## src/rtl/pixel_stream_parser.sv

```systemverilog
// Pixel stream parser: turns a UART byte stream (sync, height, width, pixel
// bytes, XOR checksum) into a valid/ready pixel stream with x/y coordinates.
module pixel_stream_parser #(
  parameter int         CHANNELS    = 3,
  parameter int         DIM_W       = 8,
  parameter logic [7:0] SYNC_BYTE   = 8'hA5,
  parameter int         TIMEOUT_CYC = 100000
) (
  input  logic                  clk,
  input  logic                  reset,
  input  logic [7:0]            rx_data,
  input  logic                  rx_valid,
  output logic [CHANNELS*8-1:0] pix_data,
  output logic                  pix_valid,
  input  logic                  pix_ready,
  output logic [DIM_W-1:0]      pix_x,
  output logic [DIM_W-1:0]      pix_y,
  output logic [DIM_W-1:0]      height,
  output logic [DIM_W-1:0]      width,
  output logic                  busy,
  output logic                  frame_done,
  output logic                  frame_err
);

  localparam int               DIM_BYTES = DIM_W / 8;
  localparam int               TO_W      = $clog2(TIMEOUT_CYC + 1);
  localparam logic [1:0]       DIM_LAST  = 2'(DIM_BYTES - 1);
  localparam logic [1:0]       CH_LAST   = 2'(CHANNELS - 1);
  localparam logic [TO_W-1:0]  TO_LAST   = TO_W'(TIMEOUT_CYC - 1);
  localparam logic [TO_W-1:0]  TO_ONE    = TO_W'(1);
  localparam logic [DIM_W-1:0] DIM_ONE   = DIM_W'(1);
  localparam logic [DIM_W-1:0] DIM_ZERO  = '0;

  typedef enum logic [2:0] {IDLE, HDR_H, HDR_W, PIXEL, CHECK, DRAIN} state_t;

  state_t                  state_q;
  logic [1:0]              cnt_q;
  logic [7:0]              xor_q;
  logic [CHANNELS*8-1:0]   asm_q;
  logic [DIM_W-1:0]        height_q, width_q;
  logic [DIM_W-1:0]        cur_x_q, cur_y_q;
  logic [TO_W-1:0]         idle_cnt_q;
  logic [CHANNELS*8-1:0]   pix_data_q;
  logic                    pix_valid_q;
  logic [DIM_W-1:0]        pix_x_q, pix_y_q;
  logic                    frame_done_q, frame_err_q;

  logic [DIM_W+7:0]        height_sh_s, width_sh_s;
  logic [DIM_W-1:0]        height_d, width_d;
  logic [CHANNELS*8-1:0]   asm_d;
  logic [7:0]              xor_d;
  logic                    x_last_s, y_last_s, timeout_s, out_held_s, timed_s;

  // Next values for the shift/assembly registers and frame-position flags.
  always_comb begin
    height_sh_s = {height_q, rx_data};
    width_sh_s  = {width_q, rx_data};
    height_d    = height_sh_s[DIM_W-1:0];
    width_d     = width_sh_s[DIM_W-1:0];
    asm_d       = asm_q;
    asm_d[{cnt_q, 3'b000} +: 8] = rx_data;
    xor_d       = xor_q ^ rx_data;
    x_last_s    = (cur_x_q == (width_q - DIM_ONE));
    y_last_s    = (cur_y_q == (height_q - DIM_ONE));
    out_held_s  = pix_valid_q && !pix_ready;
    timed_s     = (state_q != IDLE) && (state_q != DRAIN);
    timeout_s   = timed_s && !rx_valid && (idle_cnt_q == TO_LAST);
  end

  // Frame FSM with the datapath and all registered outputs.
  always_ff @(posedge clk or negedge reset) begin
    if (!reset) begin
      state_q      <= IDLE;
      cnt_q        <= 2'd0;
      xor_q        <= 8'h00;
      asm_q        <= '0;
      height_q     <= '0;
      width_q      <= '0;
      cur_x_q      <= '0;
      cur_y_q      <= '0;
      idle_cnt_q   <= '0;
      pix_data_q   <= '0;
      pix_valid_q  <= 1'b0;
      pix_x_q      <= '0;
      pix_y_q      <= '0;
      frame_done_q <= 1'b0;
      frame_err_q  <= 1'b0;
    end else begin
      frame_done_q <= 1'b0;
      frame_err_q  <= 1'b0;
      if (pix_valid_q && pix_ready) begin
        pix_valid_q <= 1'b0;
      end
      if (!timed_s || rx_valid) begin
        idle_cnt_q <= '0;
      end else begin
        idle_cnt_q <= idle_cnt_q + TO_ONE;
      end

      if (timeout_s) begin
        frame_err_q <= 1'b1;
        state_q     <= IDLE;
      end else begin
        case (state_q)
          IDLE: begin
            if (rx_valid && (rx_data == SYNC_BYTE)) begin
              state_q  <= HDR_H;
              cnt_q    <= 2'd0;
              xor_q    <= 8'h00;
              height_q <= '0;
              width_q  <= '0;
              cur_x_q  <= '0;
              cur_y_q  <= '0;
            end
          end
          HDR_H: begin
            if (rx_valid) begin
              height_q <= height_d;
              xor_q    <= xor_d;
              if (cnt_q == DIM_LAST) begin
                cnt_q   <= 2'd0;
                state_q <= HDR_W;
              end else begin
                cnt_q <= cnt_q + 2'd1;
              end
            end
          end
          HDR_W: begin
            if (rx_valid) begin
              width_q <= width_d;
              xor_q   <= xor_d;
              if (cnt_q == DIM_LAST) begin
                cnt_q <= 2'd0;
                if ((height_q == DIM_ZERO) || (width_d == DIM_ZERO)) begin
                  frame_err_q <= 1'b1;
                  state_q     <= IDLE;
                end else begin
                  state_q <= PIXEL;
                end
              end else begin
                cnt_q <= cnt_q + 2'd1;
              end
            end
          end
          PIXEL: begin
            if (rx_valid) begin
              xor_q <= xor_d;
              asm_q <= asm_d;
              if (cnt_q == CH_LAST) begin
                cnt_q <= 2'd0;
                if (out_held_s) begin
                  // Consumer still holds the previous pixel: overflow.
                  frame_err_q <= 1'b1;
                  pix_valid_q <= 1'b0;
                  state_q     <= IDLE;
                end else begin
                  pix_data_q  <= asm_d;
                  pix_valid_q <= 1'b1;
                  pix_x_q     <= cur_x_q;
                  pix_y_q     <= cur_y_q;
                  if (x_last_s) begin
                    cur_x_q <= '0;
                    cur_y_q <= cur_y_q + DIM_ONE;
                    if (y_last_s) begin
                      state_q <= CHECK;
                    end
                  end else begin
                    cur_x_q <= cur_x_q + DIM_ONE;
                  end
                end
              end else begin
                cnt_q <= cnt_q + 2'd1;
              end
            end
          end
          CHECK: begin
            if (rx_valid) begin
              if (rx_data == xor_q) begin
                state_q <= DRAIN;
              end else begin
                frame_err_q <= 1'b1;
                state_q     <= IDLE;
              end
            end
          end
          DRAIN: begin
            // Only signal completion once the last pixel has left.
            if (!pix_valid_q) begin
              frame_done_q <= 1'b1;
              state_q      <= IDLE;
            end
          end
          default: begin
            state_q <= IDLE;
          end
        endcase
      end
    end
  end

  assign pix_data   = pix_data_q;
  assign pix_valid  = pix_valid_q;
  assign pix_x      = pix_x_q;
  assign pix_y      = pix_y_q;
  assign height     = height_q;
  assign width      = width_q;
  assign busy       = (state_q != IDLE);
  assign frame_done = frame_done_q;
  assign frame_err  = frame_err_q;

endmodule

```

## config.mk

```make
export PLATFORM = sky130hd
export DESIGN_NAME = pixel_stream_parser
export DESIGN_NICKNAME = d
export VERILOG_FILES = /design/src/rtl/pixel_stream_parser.sv
export SDC_FILE = /design/constraint.sdc
export NUM_CORES = 1
export LEC_CHECK = 0
export CAP_MARGIN = 20
export CORE_MARGIN = 8
export CORE_UTILIZATION = 55
export CTS_CLUSTER_SIZE = 8
export DETAILED_ROUTE_END_ITERATION = 16
export PLACE_DENSITY = 0.82
export SLEW_MARGIN = 15
export SYNTH_ARGS = -nofsm -noshare
export SYNTH_HDL_FRONTEND = slang
export SYNTH_SLANG_ARGS = --single-unit
```

## constraint.sdc

```tcl
create_clock -name clk -period 4.1 [get_ports clk]
set_clock_uncertainty 0.15 [all_clocks]
set_input_delay 0.82 -clock clk [delete_from_list [all_inputs] [get_ports clk]]
set_output_delay 0.82 -clock clk [all_outputs]
set_load 0.1 [all_outputs]
```

# Word level (Yosys, flattened, before mapping)
# Cells that the tools add are included.
# totals
word_cells	150
in_bits	12
register_bits	129
# op_classes
n_bitwise	3
n_eq_ne	32
n_shift	2
add_sub_neg	7
n_reduce_logical	32
mux	59
# op_table
cell	n
2-to-1 mux 8 bit	11
case mux 8 bit (2 select lines)	5
2-to-1 mux 3 bit	14
inequality test 3 bit, second input constant	10
bitwise mux 24 bit	1
== test 8 bit	3
variable shift 8 x 7 -> 24 bit, first input constant	1
variable part select 8 x 7 -> 24 bit	1
2-to-1 mux 1 bit	18
case mux 3 bit (6 select lines)	1
adder 17 x 1 -> 17 bit, second input constant	1
== test 17 bit, second input constant	1
2-to-1 mux 17 bit	1
adder 8 x 1 -> 8 bit, second input constant	2
logical NOT 8 bit	2
subtractor 8 x 1 -> 8 bit, second input constant	2
inequality test 2 bit, second input constant	7
2-to-1 mux 2 bit	6
AND reduction 4 bit	3
AND reduction 11 bit	1
AND reduction 5 bit	2
== test 8 bit, second input constant	1
inequality test 4 bit, second input constant	2
nonzero test 2 bit	4
22 further kinds	35

# Longest topological paths before layout
# depth
ltp_word	9
mapped_depth	10

# Worst setup path after synthesis
# Ideal clock, no wire load.
# synth_timing
kind	reg-to-reg
from	register width_q[0] (netlist: width[0])
to	register cur_y_q[5]
arrival_ps	3051
path_buffers	0
setup_time_ps	80
period_less_slack_ps	3280
stages_incl_launch_ff	9
t_required_ps	3870
path_slack_ps	820
path_cell_list	dfrtp_1 inv_1 ha_1 xnor2_1 or4_4 nor4_4 a21oi_2 or4_1 a21oi_1
# synth_between
elab_chain_len	4
# synth_lines
element	line_no	source
from (decl)	40	logic [DIM_W-1:0] height_q, width_q;
from (signal assigned)	130	width_q <= width_d;
subtractor 8 x 1 -> 8 bit	63	x_last_s = (cur_x_q == (width_q - DIM_ONE));
== test 8 bit	63	
inequality test 2 bit (no source line)	n/a	
AND reduction 7 bit (no source line)	n/a	
to (signal assigned)	163	cur_y_q <= cur_y_q + DIM_ONE;
to (decl)	41	logic [DIM_W-1:0] cur_x_q, cur_y_q;
# Every way passes these cells.
# A chain may end at the register's enable or synchronous reset.

# Worst setup path after layout
# layout_timing
from	input port rx_valid
to	register pix_data_q[4] (netlist: pix_data[4])
# layout_between
elab_chain_len	5
# layout_lines
element	line_no	source
from (decl)	12	input logic rx_valid,
logical NOT 1 bit	67	timeout_s = timed_s && !rx_valid && (idle_cnt_q == TO_LAST);
logical AND 1 bit (2 in series)	67	
NOT 1 bit (no source line)	n/a	
AND reduction 5 bit (no source line) *	n/a	
to (signal assigned)	157	pix_data_q <= asm_d;
to (decl)	43	logic [CHANNELS*8-1:0] pix_data_q;
# Mark *: on every way between the ends. The rest lies on a longest branch, timed or not.

==> flow_summary.json <==
{
  "synth-compound-area-share": 0.1800,
  "path_clk_slew_ns": 0.06,
  "regArea_um2": 3228,
  "pwr-share-clk": 0.240,
  "grt_first_pass_wirelength_mm": 28.15,
  "min_period_over_period": 0.8536,
  "postCtsSetupRepairBufs": 0,
  "first_iter_violations": 536,
  "hpwl_mm": 11.52,
  "final-hold-violation-count": 0,
  "setup_viol": 0,
  "route.vias.total": 5670,
  "pwr-share-comb": 0.475,
  "netlist_instances": 685,
  "synth_top_family_by_area": "simple AND/OR/NAND/NOR gates",
  "grt-ovfl-total": 0,
  "synthFlopType": "dfrtp_1",
  "worst-r2r-setup-slack_ns": 1.07,
  "synth-simple-area-share": 0.1978,
  "synth_area_um2": 6598,
  "place.gp.congestion": 0.9423,
  "outcome": "completed",
  "hp-start": "idle_cnt_q[0]",
  "path_class": "in -> reg",
  "cap_violations": 0,
  "worst-path-max-fanout": 52,
  "synth_mux_area_frac": 0.02390,
  "vias_per_cell": 6.224,
  "finalSetupTns_ns": 0,
  "die_w_um": 125.5,
  "clockRootBuffer": "clkbuf_16",
  "max_clock_freq_ghz": 0.2857,
  "yosysWarnings": 0,
  "row_count": 40,
  "grt_pass1_vias": 5543,
  "seqPwrFrac": 0.286,
  "postCtsHoldBufs": 0,
  "finalNetCount": 773,
  "cts_max_level": 4,
  "p_int_uw": 3355,
  "drc": 0,
  "vdd_ir_drop_max_uv": 834.5,
  "arrival_ns": 3.62,
  "max-clock-path-buffers": 2,
  "required_ns": 4.22,
  "ant_nets": 0,
  "worstReg2RegEnd": "state_q[2]",
  "cts_buffers": 17,
  "p_total_uw": 6344,
  "sw_frac_of_total": 0.4711,
  "start_kind": "input port",
  "drv_slew": 0,
  "rsz0062_at_grt": "no",
  "crit_end": "pix_data[4]",
  "fp.coreArea_um2": 11860,
  "start_util": 0.5562,
  "synth_edf_count": 0,
  "antenna_found_initial": 0,
  "worst_pin_slew_ns": 1.004,
  "hold_ws_ns": 0.3301,
  "slew_headroom": 0.3254,
  "die_h_um": 125.5,
  "grt_usage": 0.2198,
  "worstSkewPairLatency_ns": 0.42,
  "setup_slack_ns": 0.6003,
  "end_kind": "flop",
  "fill_cells": 877,
  "ys_ff_latch": 129,
  "drive_gt1_frac": 0.1113,
  "wl_mm": 17.08,
  "post-route-min-period_ns": 3.500,
  "async_flop_share": 1.000,
  "die-area_um2": 15760,
  "p_per_area_nw_per_um2": 786.3,
  "grt_max_degree": 73,
  "cts_tree": "built",
  "antenna_cells": 0,
  "first_pass_iters": 5,
  "ctsResizeCount": 0,
  "io_buffers": 71,
  "rr_startpoint": "width[0]",
  "multi_input_area_um2": 3113,
  "cts.sinks": 129,
  "yosys.cell_types.count": 60,
  "worst_hold_path_type": "reg -> reg",
  "synthAdderAreaFrac": 0.01896,
  "syn_to_final_growth_pct": 22.28,
  "ios": 72,
  "r2r_cells": 8,
  "p_sw_uw": 2989,
  "synthXorXnorAreaFrac": 0.05045,
  "pre_cts_slack_ns": 0.2690,
  "crit_path_start": "rx_valid",
  "avgSynthCellArea_um2": 9.632,
  "synthesis.nets": 707,
  "seq_area_frac_synth": 0.4893,
  "utilization": 0.6802,
  "avgRoutedWirePerCell_um": 18.75,
  "power_leakage_uw": 0.003470
}
## cell type report
cell class | count | area share
timing repair buffer | 87 | 0.1039
clock inverter | 12 | 0.01644
multi-input combinational | 488 | 0.3859
inverter | 28 | 0.01303
sequential | 129 | 0.4001
tap | 147 | 0.02280
clock buffer | 20 | 0.05785
## cells in the mapped netlist (all sizes together) (4+ instances only)
library cell  number  share of area
dfrtp            129           0.49
nor2              34          0.019
a31oi              4         0.0038
o21ai             82          0.064
nor4               9          0.014
a22o              24          0.032
and3              11          0.010
nand3b             4         0.0046
and2               6         0.0057
ha                10          0.019
clkbuf            31          0.018
nand3             29          0.022
nor3              12          0.011
o31ai              4         0.0046
a21oi             45          0.035
or3                6         0.0057
nor2b             27          0.026
inv               27          0.015
nand2b            14          0.013
mux2              14          0.024
a211oi             8         0.0091
or4                6         0.0074
nand2             52          0.030
nand4             13          0.012
xnor2             20          0.027
buf                9         0.0061
xor2              18          0.024
## worst min-delay path by stage
stage | to | cells after the start
final | idle_cnt_q[0] | 1
after detailed placement | pix_data[20] | 2
after global placement | idle_cnt_q[0] | 1
after CTS | idle_cnt_q[0] | 1
after global routing | pix_data[20] | 2
after floorplan | idle_cnt_q[0] | 1
## cells by family (layout without fill, tap and decap cells)
| logic type | count (synthesis) | in the layout |
|---|---|---|
| AO/OA/AOI/OAI | 190 | 190 |
| XOR/XNOR | 38 | 38 |
| adder cells (fa/ha/maj) | 10 | 10 |
| buffers and inverters | 68 | 147 |
| flip-flops | 129 | 129 |
| multiplexers | 14 | 14 |
| AND/OR/NAND/NOR | 236 | 236 |
## critical path, cell delays in order
cell	delay, ns
clkdlybuf4s50_1	0.67
clkinv_1	0.27
nor2_1	0.58
nand3_2	0.54
buf_4	0.47
nand2_1	0.15
o21ai_0	0.10
## flip-flops by register name (all words and copies together) (netlist names), 2 cells and up
name	count
idle_cnt_q	17
xor_q	8
pix_y	8
pix_data	24
cur_x_q	8
pix_x	8
height	8
width	8
asm_q	24
cnt_q	2
cur_y_q	8
state_q	3
## cell usage in the layout, fill, tap and decap left out, types with 9 or more instances in the layout
master and count:
nand4_1 13, nor2_1 34, a22o_1 24, xor2_1 18, nand3_1 28, nand2b_1 14, nor3_1 9, clkbuf_16 17
clkdlybuf4s50_1 69, o21ai_0 75, dfrtp_1 129, ha_1 10, mux2_2 14, a21oi_1 44, nor2b_1 27, inv_1 26
xnor2_1 20, buf_4 17, nand2_1 51, and3_1 11
## power groups by stage
| stage | clock network (uW) | logic, uW | registers (uW) |
|---|---|---|---|
| 3_3_place_gp | 0 | 2860 | 1800 |
| 5_1_grt | 1590 | 3200 | 1840 |
| 6_report | 1520 | 3010 | 1810 |
| 3_5_place_dp | 0 | 2960 | 1820 |
| 4_1_cts | 1530 | 2990 | 1800 |
| 2_1_floorplan | 0 | 1500 | 2540 |
## per-stage QoR
step	instances	instance area, um2
final	911	8068
after global routing	911	8068
after CTS	911	8068
after detailed placement	879	7468
after global placement	879	7468
after floorplan	685	6598
## metal layers
| layer | vias to the layer above | part of all wire | track usage |
|---|---|---|---|
| met5 | - | 0 | 0 |
| met4 | 0 | 0.023 | 0.08023 |
| met3 | 46 | 0.080 | 0.06035 |
| met2 | 276 | 0.48 | 0.3497 |
| met1 | 2779 | 0.41 | 0.2811 |
| li1 | 2569 | - | - |
No activity file was read; power rests on OpenSTA's default activity.
